File: src/rtl/pe_pkg.sv
// Shared types and constants for the systolic PE: stage-1 record and saturation limits.
// The stage-1 product field is sized for the widest supported operand (DATA_W <= 31).
package pe_pkg;

    localparam int DEF_DATA_W = 8;
    localparam int DEF_ACC_W  = 32;
    localparam int PROD_MAX_W = 64;
    localparam int ACC_MAX_W  = 128;

    typedef struct packed {
        logic signed [PROD_MAX_W-1:0] product;
        logic                         valid;
        logic                         first;
    } stage1_t;

    // Largest (neg=0) or smallest (neg=1) two's-complement value of acc_w bits,
    // returned in the low acc_w bits of a ACC_MAX_W-wide vector.
    function automatic logic [ACC_MAX_W-1:0] sat_limit(input int acc_w, input logic neg);
        logic [ACC_MAX_W-1:0] lim;
        lim = '0;
        for (int i = 0; i < ACC_MAX_W; i++) begin
            if (i < acc_w - 1) begin
                lim[i] = 1'b1;
            end
        end
        if (neg) begin
            lim = ~lim;
        end
        return lim;
    endfunction

endpackage

File: src/rtl/pe_mul_stage.sv
// Operand extension and multiply, optionally registered as stage 1.
// Latency PIPE_MUL cycles; holds contents while enable=0, no backpressure.
// Invalid terms are zeroed here so downstream never sees a stray product.
module pe_mul_stage
    import pe_pkg::*;
#(
    parameter int DATA_W   = DEF_DATA_W,
    parameter int PIPE_MUL = 1
) (
    input  logic              clk,
    input  logic              clear,
    input  logic              enable,
    input  logic              unsigned_mode,
    input  logic              push,
    input  logic [DATA_W-1:0] a,
    input  logic [DATA_W-1:0] b,
    input  logic              a_valid,
    input  logic              b_valid,
    output stage1_t           s1
);

    logic signed [DATA_W:0]     a_ext;
    logic signed [DATA_W:0]     b_ext;
    logic signed [2*DATA_W+1:0] prod;
    stage1_t                    nxt;

    assign a_ext = {~unsigned_mode & a[DATA_W-1], a};
    assign b_ext = {~unsigned_mode & b[DATA_W-1], b};
    assign prod  = a_ext * b_ext;

    always_comb begin
        nxt         = '0;
        nxt.valid   = a_valid & b_valid;
        nxt.first   = push & a_valid & b_valid;
        nxt.product = nxt.valid ? PROD_MAX_W'(prod) : '0;
    end

    generate
        if (PIPE_MUL != 0) begin : g_reg
            always_ff @(posedge clk) begin
                if (clear) begin
                    s1 <= '0;
                end else if (enable) begin
                    s1 <= nxt;
                end
            end
        end else begin : g_comb
            assign s1 = nxt;
        end
    endgenerate

endmodule

File: src/rtl/pe_systolic_param.sv
// Output-stationary systolic PE: MAC with saturating/wrapping accumulate and drain chain.
// Latency: operands forward in 1 cycle, term reaches out_c after 1+PIPE_MUL enabled edges.
// No backpressure; enable=0 freezes every register, reset/start clear regardless.
module pe_systolic_param
    import pe_pkg::*;
#(
    parameter int DATA_W    = DEF_DATA_W,
    parameter int ACC_W     = DEF_ACC_W,
    parameter int PIPE_MUL  = 1,
    parameter int SATURATE  = 1,
    parameter int HAS_A_OUT = 1,
    parameter int HAS_B_OUT = 1
) (
    input  logic              clk,
    input  logic              reset,
    input  logic              start,
    input  logic              enable,
    input  logic              push,
    input  logic              unsigned_mode,
    input  logic              drain,
    input  logic [DATA_W-1:0] in_a,
    input  logic [DATA_W-1:0] in_b,
    input  logic              in_a_valid,
    input  logic              in_b_valid,
    input  logic [ACC_W-1:0]  in_c,
    output logic [DATA_W-1:0] out_a,
    output logic [DATA_W-1:0] out_b,
    output logic              out_a_valid,
    output logic              out_b_valid,
    output logic [ACC_W-1:0]  out_c,
    output logic              ovf,
    output logic              collide
);

    generate
        if (ACC_W < 2*DATA_W + 2) begin : g_bad_acc_w
            $error("pe_systolic_param: ACC_W must be >= 2*DATA_W+2");
        end
        if (ACC_W > ACC_MAX_W || 2*DATA_W + 2 > PROD_MAX_W) begin : g_bad_width
            $error("pe_systolic_param: width exceeds package limits");
        end
    endgenerate

    localparam logic [ACC_MAX_W-1:0] SAT_MAX_FULL = sat_limit(ACC_W, 1'b0);
    localparam logic [ACC_MAX_W-1:0] SAT_MIN_FULL = sat_limit(ACC_W, 1'b1);
    localparam logic [ACC_W-1:0]     SAT_MAX      = SAT_MAX_FULL[ACC_W-1:0];
    localparam logic [ACC_W-1:0]     SAT_MIN      = SAT_MIN_FULL[ACC_W-1:0];

    logic                    clr;
    stage1_t                 s1;
    logic signed [ACC_W-1:0] prod_ext;
    logic signed [ACC_W-1:0] acc_q;
    logic signed [ACC_W:0]   sum;
    logic                    sum_ovf;
    logic        [ACC_W-1:0] sum_res;

    assign clr = reset | start;

    pe_mul_stage #(
        .DATA_W   (DATA_W),
        .PIPE_MUL (PIPE_MUL)
    ) u_mul (
        .clk           (clk),
        .clear         (clr),
        .enable        (enable),
        .unsigned_mode (unsigned_mode),
        .push          (push),
        .a             (in_a),
        .b             (in_b),
        .a_valid       (in_a_valid),
        .b_valid       (in_b_valid),
        .s1            (s1)
    );

    assign prod_ext = ACC_W'($signed(s1.product));

    // One extra bit exposes overflow as a disagreement between the top two bits.
    always_comb begin
        sum     = {acc_q[ACC_W-1], acc_q} + {prod_ext[ACC_W-1], prod_ext};
        sum_ovf = sum[ACC_W] ^ sum[ACC_W-1];
        sum_res = sum[ACC_W-1:0];
        if (sum_ovf && (SATURATE != 0)) begin
            sum_res = sum[ACC_W] ? SAT_MIN : SAT_MAX;
        end
    end

    always_ff @(posedge clk) begin
        if (clr) begin
            acc_q   <= '0;
            ovf     <= 1'b0;
            collide <= 1'b0;
        end else if (enable) begin
            if (drain) begin
                acc_q <= in_c;
                if (s1.valid) begin
                    collide <= 1'b1;
                end
            end else if (s1.valid && s1.first) begin
                acc_q <= prod_ext;
            end else if (s1.valid) begin
                acc_q <= sum_res;
                if (sum_ovf) begin
                    ovf <= 1'b1;
                end
            end
        end
    end

    assign out_c = acc_q;

    generate
        if (HAS_A_OUT != 0) begin : g_a_out
            always_ff @(posedge clk) begin
                if (clr) begin
                    out_a       <= '0;
                    out_a_valid <= 1'b0;
                end else if (enable) begin
                    out_a       <= in_a;
                    out_a_valid <= in_a_valid;
                end
            end
        end else begin : g_a_tie
            assign out_a       = '0;
            assign out_a_valid = 1'b0;
        end

        if (HAS_B_OUT != 0) begin : g_b_out
            always_ff @(posedge clk) begin
                if (clr) begin
                    out_b       <= '0;
                    out_b_valid <= 1'b0;
                end else if (enable) begin
                    out_b       <= in_b;
                    out_b_valid <= in_b_valid;
                end
            end
        end else begin : g_b_tie
            assign out_b       = '0;
            assign out_b_valid = 1'b0;
        end
    endgenerate

endmodule
File: config.mk
export PLATFORM = sky130hd
export DESIGN_NAME = pe_systolic_param
export DESIGN_NICKNAME = d
export VERILOG_FILES = /design/src/rtl/pe_pkg.sv /design/src/rtl/pe_mul_stage.sv /design/src/rtl/pe_systolic_param.sv
export SDC_FILE = /design/constraint.sdc
export NUM_CORES = 1
export LEC_CHECK = 0
export ABC_AREA = 1
export CAP_MARGIN = 20
export CORE_ASPECT_RATIO = 0.7
export CORE_UTILIZATION = 45
export DETAILED_ROUTE_END_ITERATION = 8
export GPL_ROUTABILITY_DRIVEN = 0
export PLACE_DENSITY_LB_ADDON = 0.25
export SLEW_MARGIN = 20
export SYNTH_ARGS = -nofsm -noshare
export SYNTH_HDL_FRONTEND = slang
export SYNTH_SLANG_ARGS = --single-unit
File: constraint.sdc
create_clock -name clk -period 11.8 [get_ports clk]
set_input_delay 3.54 -clock clk [delete_from_list [all_inputs] [get_ports clk]]
set_output_delay 3.54 -clock clk [all_outputs]
set_load 0.02 [all_outputs]
==> impl_metrics.py, run 1 <==
metrics = {
    "synthesis": {
        "syn-cell-area_um2": 8612,
        "yosys.area.top_type_share_pct": 19.61,
        "synth-seq-cells": 72,
        "synth_most_common_cell": "nand2_1",
        "synthArstFlopShare_pct": 0,
        "synth_edf_count": 0,
        "ys_types": 39,
        "yosysWarnings": 0,
        "netlist_top_cells_count": "nand2_1, inv_1, a21oi_1, dfxtp_1, fa_1",
        "synthCells": 1310,
        "synth_top_flop_cell": "dfxtp_1",
        "syn_nets": 1508,
        "yosysTopAreaCell": "nand2_1",
        "ys_seq_area_share_pct": 16.74,
        "yosys-top-cells-area": "nand2_1, dfxtp_1, fa_1",
        "synth.avg_cell_area_um2": 6.574,
    },
    "power_and_ir_drop": {
        "powerDensity_nw_per_um2": 118.1,
        "p_leak_nw": 5.248,
        "p_total_mw": 1.190,
        "peakVddDrop_v": 0.00009738,
    },
    "setup_path": {
        "crit_slowest_cell": "clkdlybuf4s50_1",
        "path_buf_inv": 5,
        "end_kind": "flop",
        "cpPeakStageDelay_ns": 0.71,
        "required_ns": 12.00,
        "arrival_ns": 9.24,
        "path_class": "in2reg",
        "critPathMaxFanout": 11,
        "worstPathCellList": "clkdlybuf4s50_1, nand2_1, or2_2, fa_1, fa_1, inv_1, fa_1, fa_1, inv_1, fa_1, inv_1, ha_1, nand2_1, o21ai_0, nand2_1, nand3_1, nand2_1, inv_1, o21ai_0, nand2_1, a21oi_1, o21ai_0, a21oi_1",
        "crit_path_start_kind": "input pin",
        "crit_family": "adder cells",
    },
    "global_route": {
        "antenna_found_initial": 0,
        "grt_pass1_wl_um": 39290,
        "track_usage_pct": 24.83,
        "gr-total-overflow": 0,
        "grt_pass1_vias": 7761,
        "grt_max_degree": 62,
    },
    "final_layout": {
        "fill_cells": 1829,
        "regArea_um2": 1441,
        "drive_gt1_share_pct": 5.908,
        "diodes": 0,
        "final_area_um2": 10080,
        "syn_to_final_growth_pct": 17.00,
        "finalNetCount": 1582,
        "multi_input_area_um2": 6147,
    },
    "clock_tree": {
        "clock_sinks": 72,
        "cts_buffer_depth": 2,
        "ctsResizeCount": 0,
        "cts_root_buffer": "clkbuf_16",
        "cts_tree": "done",
        "clock_latency_ns": 0.35,
        "cts_buffers": 9,
        "cts_hold_buf": 0,
        "htreeDepth": 3,
        "clk_pin_slew_ns": 0.06,
        "post_cts_buffers": 0,
    },
    "detailed_routing": {
        "post_drt_wl_per_cell_um": 14.65,
        "postRouteAntennaNets": 0,
        "viasPerCell": 5.119,
        "routed_wl_um": 23800,
        "first_iter_violations": 625,
        "drc_errors": 0,
        "vias": 8313,
        "first_pass_iters": 5,
    },
    "die": {
        "die_w_um": 167.3,
        "die-area_um2": 19700,
        "rows": 41,
        "start_util_pct": 46.89,
        "die_h_um": 117.7,
        "core_um2": 18370,
        "io_pins": 109,
    },
    "outcome": {
        "outcome": "complete, no violations",
    },
    "place": {
        "dpl.hpwl_um": 18420,
        "dpl_cell_area_um2": 9787,
        "portBuffers": 108,
        "dpl_worst_slack_ns": 2.399,
    },
    "timing": {
        "final.setup.tns_ns": 0,
        "hold_violations": 0,
        "drv_slew": 0,
        "finalCriticalPeriod_ns": 9.047,
        "setup_viol": 0,
        "rsz0062_at_grt": "no",
        "finClkSkew_ns": 0.006094,
        "tightestPinTransition_ns": 1.035,
        "max_clock_freq_mhz": 110.5,
        "worst_slack_ns": 2.753,
        "period_share_pct": 76.67,
        "hold_slack_ns": 0.4589,
        "slew_headroom_pct": 30.56,
    },
    "hold_path": {
        "hp-class": "reg2reg",
    },
    "flow_run": {
        "timing.max_cap.violations": 0,
    },
}
-- flip-flops by register name (all words and copies together) (netlist names) --
register and count:
out_b_valid 1, collide 1, u_mul.s1 20, out_a_valid 1, ovf 1, out_a 8, out_c 32, out_b 8
-- layout by cell type (no fill, tap or decap), types with 2 or more instances in the layout --
master,count
clkbuf_16,9
clkinv_2,2
a31oi_1,2
xor2_1,16
nor4_1,2
a21oi_2,5
nand4_1,2
inv_2,11
o21ai_0,47
nor2_1,60
clkinv_1,2
ha_1,70
or2_2,15
clkinvlp_4,2
nand2_2,25
dfxtp_1,72
o21a_1,4
nor2_4,2
o211ai_1,5
nor3_1,4
fa_1,71
inv_1,197
o21bai_1,11
buf_4,4
xnor2_1,14
nand2_1,450
o21ai_1,5
a21oi_1,124
clkdlybuf4s50_1,108
nand3_1,32
a21o_1,3
-- power breakdown --
group / switching, mW / internal [mW] / total, mW
sequential: 0.00983 / 0.252 / 0.262
clock: 0.118 / 0.163 / 0.281
combinational: 0.394 / 0.253 / 0.647
total: 0.522 / 0.668 / 1.19
-- worst paths after layout --
path | start | endpoint | slack (ns) | depth (start not counted)
max | in_b[7] | u_mul.s1[18]$_SDFFE_PP0P_ | 2.75 | 23
max reg2reg | out_c[0]$_SDFFE_PP0P_ | out_c[17]$_SDFFE_PP0P_ | 8.09 | 18
min reg2reg | out_b_valid$_SDFFE_PP0P_ | out_b_valid$_SDFFE_PP0P_ | 0.46 | 2
min | out_b_valid$_SDFFE_PP0P_ | out_b_valid$_SDFFE_PP0P_ | 0.46 | 2
-- metal layers --
layer,GRT usage [%],up-vias,wire [µm]
met5,0,-,0
met4,4.587,0,174
met3,4.674,14,1571
met2,36.69,263,9644
met1,37.43,3830,12410
li1,-,4206,-
-- per-stage QoR --
| stage | instances | util, % |
|---|---|---|
| after floorplan | 1310 | - |
| after global placement | 1609 | 53.29 |
| after detailed placement | 1609 | 53.29 |
| after CTS | 1624 | 54.86 |
| after global routing | 1624 | 54.86 |
| final | 1624 | 54.86 |
-- worst reg2reg max path: cells and delay by family, from the launching register on --
family,cells,cell delay [ns]
buffers and inverters,1,0.07
AOI/OAI and AO/OA,2,0.87
adders and majority gates,2,0.66
DFF,1,0.40
and+or+nand+nor,13,1.55
-- cell families (layout without fill, tap and decap cells) --
group | count (synthesis) | after routing | synth area share, %
AOI/OAI and AO/OA | 208 | 208 | 13.18
xor gates and xnor gates | 30 | 30 | 3.051
adders and majority gates | 141 | 141 | 26.67
buffers and inverters | 260 | 338 | 11.88
DFF | 72 | 72 | 16.74
and+or+nand+nor | 599 | 599 | 28.48
-- final cells by class --
cell class | count | share of cell area (%)
Multi-Input combinational cell | 978 | 61.01
Sequential cell | 72 | 14.31
Timing Repair Buffer | 112 | 11.03
Inverter | 211 | 7.873
Tap cell | 236 | 2.931
Clock buffer | 10 | 2.272
Clock inverter | 5 | 0.5836
Power figures use the tool's default switching activity.
==> run 2: changes to the inputs <==
- clock period: 11.8 -> 7.3 ns (I/O delays scaled with it)
==> impl_metrics.py, run 2 (synthesis results as in run 1) <==
metrics = {
    "power_and_ir_drop": {
        "peakVddDrop_v": 0.0001641,
        "p_leak_nw": 5.467,
        "powerDensity_nw_per_um2": 199.3,
    },
    "clock_tree": {
        "htreeDepth": 3,
        "cts_root_buffer": "clkbuf_16",
        "cts_tree": "done",
        "clock_sinks": 72,
        "cts_hold_buf": 0,
        "clock_latency_ns": 0.35,
        "clk_pin_slew_ns": 0.06,
        "cts_buffer_depth": 2,
        "cts_buffers": 9,
    },
    "flow_run": {
        "timing.max_cap.violations": 0,
    },
    "detailed_routing": {
        "highest-signal-layer": "met4",
        "dr_wl_met3_um": 2322,
        "wl_met2_um": 9651,
        "first_pass_iters": 6,
        "routed_wl_um": 24520,
        "viasPerCell": 5.102,
        "drc_errors": 0,
        "postRouteAntennaNets": 0,
        "vias": 8479,
        "first_iter_violations": 741,
        "wl_met1_um": 12210,
        "post_drt_wl_per_cell_um": 14.75,
    },
    "setup_path": {
        "worstPathCellList": "clkdlybuf4s50_1, inv_1, nand2_1, or2_2, fa_1, fa_1, inv_1, fa_1, fa_1, inv_1, fa_1, inv_1, ha_4, a21oi_1, o21ai_0, nand2_1, nand3_1, nand2_1, nand2_1, a21oi_1, a21oi_1, o21ai_0, a21oi_1",
        "arrival_ns": 7.15,
        "r2r_start": "u_mul.s1[32]$_SDFFE_PP0P_",
        "cpPeakStageDelay_ns": 0.55,
        "crit_slowest_cell": "fa_1",
        "critPathLaunch": "unsigned_mode",
        "critPathMaxFanout": 3,
        "path_class": "in2reg",
        "end_kind": "flop",
        "required_ns": 7.50,
        "crit_path_start_kind": "input pin",
        "crit_family": "adder cells",
        "path_common_cell": "fa_1",
        "path_buf_inv": 5,
    },
    "die": {
        "start_util_pct": 46.89,
        "rows": 41,
        "die_h_um": 117.7,
        "core_um2": 18370,
        "io_pins": 109,
        "die_w_um": 167.3,
        "die-area_um2": 19700,
    },
    "final_layout": {
        "largest_reg_flops": 32,
        "diodes": 0,
        "drive_gt1_share_pct": 8.906,
        "final_common_cell": "nand2_1",
        "finalNetCount": 1619,
        "fill_cells": 1781,
        "fin_cells": 1662,
        "regArea_um2": 1441,
        "syn_to_final_growth_pct": 21.04,
        "final_cell_mix": "nand2_1, inv_1, a21oi_1",
        "final_area_um2": 10420,
        "multi_input_area_um2": 6171,
    },
    "hold_path": {
        "hp-start": "out_b_valid$_SDFFE_PP0P_",
        "hp-class": "reg2reg",
    },
    "timing": {
        "tightestPinTransition_ns": 1.046,
        "finalCriticalPeriod_ns": 6.953,
        "rsz0062_at_grt": "no",
        "slew_headroom_pct": 30.11,
        "setup_viol": 0,
        "final.setup.tns_ns": 0,
        "finClkSkew_ns": 0.01094,
        "period_share_pct": 95.25,
        "hold_violations": 0,
        "drv_slew": 0,
        "max_clock_freq_mhz": 143.8,
    },
    "place": {
        "dpl.hpwl_um": 19230,
        "dpl_cell_area_um2": 10060,
        "portBuffers": 108,
        "placed_cells": 1646,
    },
    "global_route": {
        "track_usage_pct": 25.85,
        "grt_pass1_wl_um": 40810,
        "antenna_found_initial": 0,
        "grt_max_degree": 62,
        "gr-total-overflow": 0,
        "grt_pass1_vias": 7941,
    },
    "outcome": {
        "outcome": "complete, no violations",
    },
}
run 2: worst min-delay path: stages (launching register included):
cell,delay (ns)
dfxtp_1,0.31
nand2_1,0.06
a21oi_1,0.05
run 2: path summary, 6_finish.rpt:
check / endpoint / slack, ns / depth (start not counted)
setup / recovery: u_mul.s1[32]$_SDFFE_PP0P_ / 0.35 / 23
hold / removal: out_b_valid$_SDFFE_PP0P_ / 0.46 / 2
setup reg to reg: out_c[17]$_SDFFE_PP0P_ / 3.57 / 15
hold reg to reg: out_b_valid$_SDFFE_PP0P_ / 0.46 / 2
run 2: area by class of cell:
class | count | area share [%]
Timing Repair Buffer | 149 | 13.37
Multi-Input combinational cell | 978 | 59.20
Inverter | 211 | 7.610
Clock inverter | 6 | 0.8642
Tap cell | 236 | 2.833
Sequential cell | 72 | 13.83
Clock buffer | 10 | 2.293
run 2: per-layer routing:
| metal | vias up | global-route usage, % |
|---|---|---|
| li1 | 4258 | - |
| met1 | 3880 | 40.00 |
| met2 | 310 | 35.78 |
| met3 | 31 | 6.153 |
| met4 | 0 | 5.161 |
| met5 | - | 0 |
run 2: where the power goes:
part	switching, mW	total, mW	internal [mW]
clock	0.199	0.510	0.311
combinational	0.661	1.14	0.483
sequential	0.0158	0.424	0.408
total	0.876	2.08	1.20
run 2: through the flow:
step	utilization, %	hold WS, ns	setup slack (ns)	power [mW]
6_report	56.76	0.4591	0.3467	2.077
5_1_grt	56.76	0.4816	0.01562	2.278
4_1_cts	56.59	0.4617	0.2094	2.050
3_5_place_dp	54.80	0.4466	-0.1280	1.522
3_3_place_gp	54.80	0.4385	-0.07404	1.510
2_1_floorplan	-	0.4557	0.4154	1.211
run 2: repair_timing:
item,in CTS,in global routing
gates resized for setup,0,10
buffers inserted,0,0
endpoints found under the setup margin,0,3
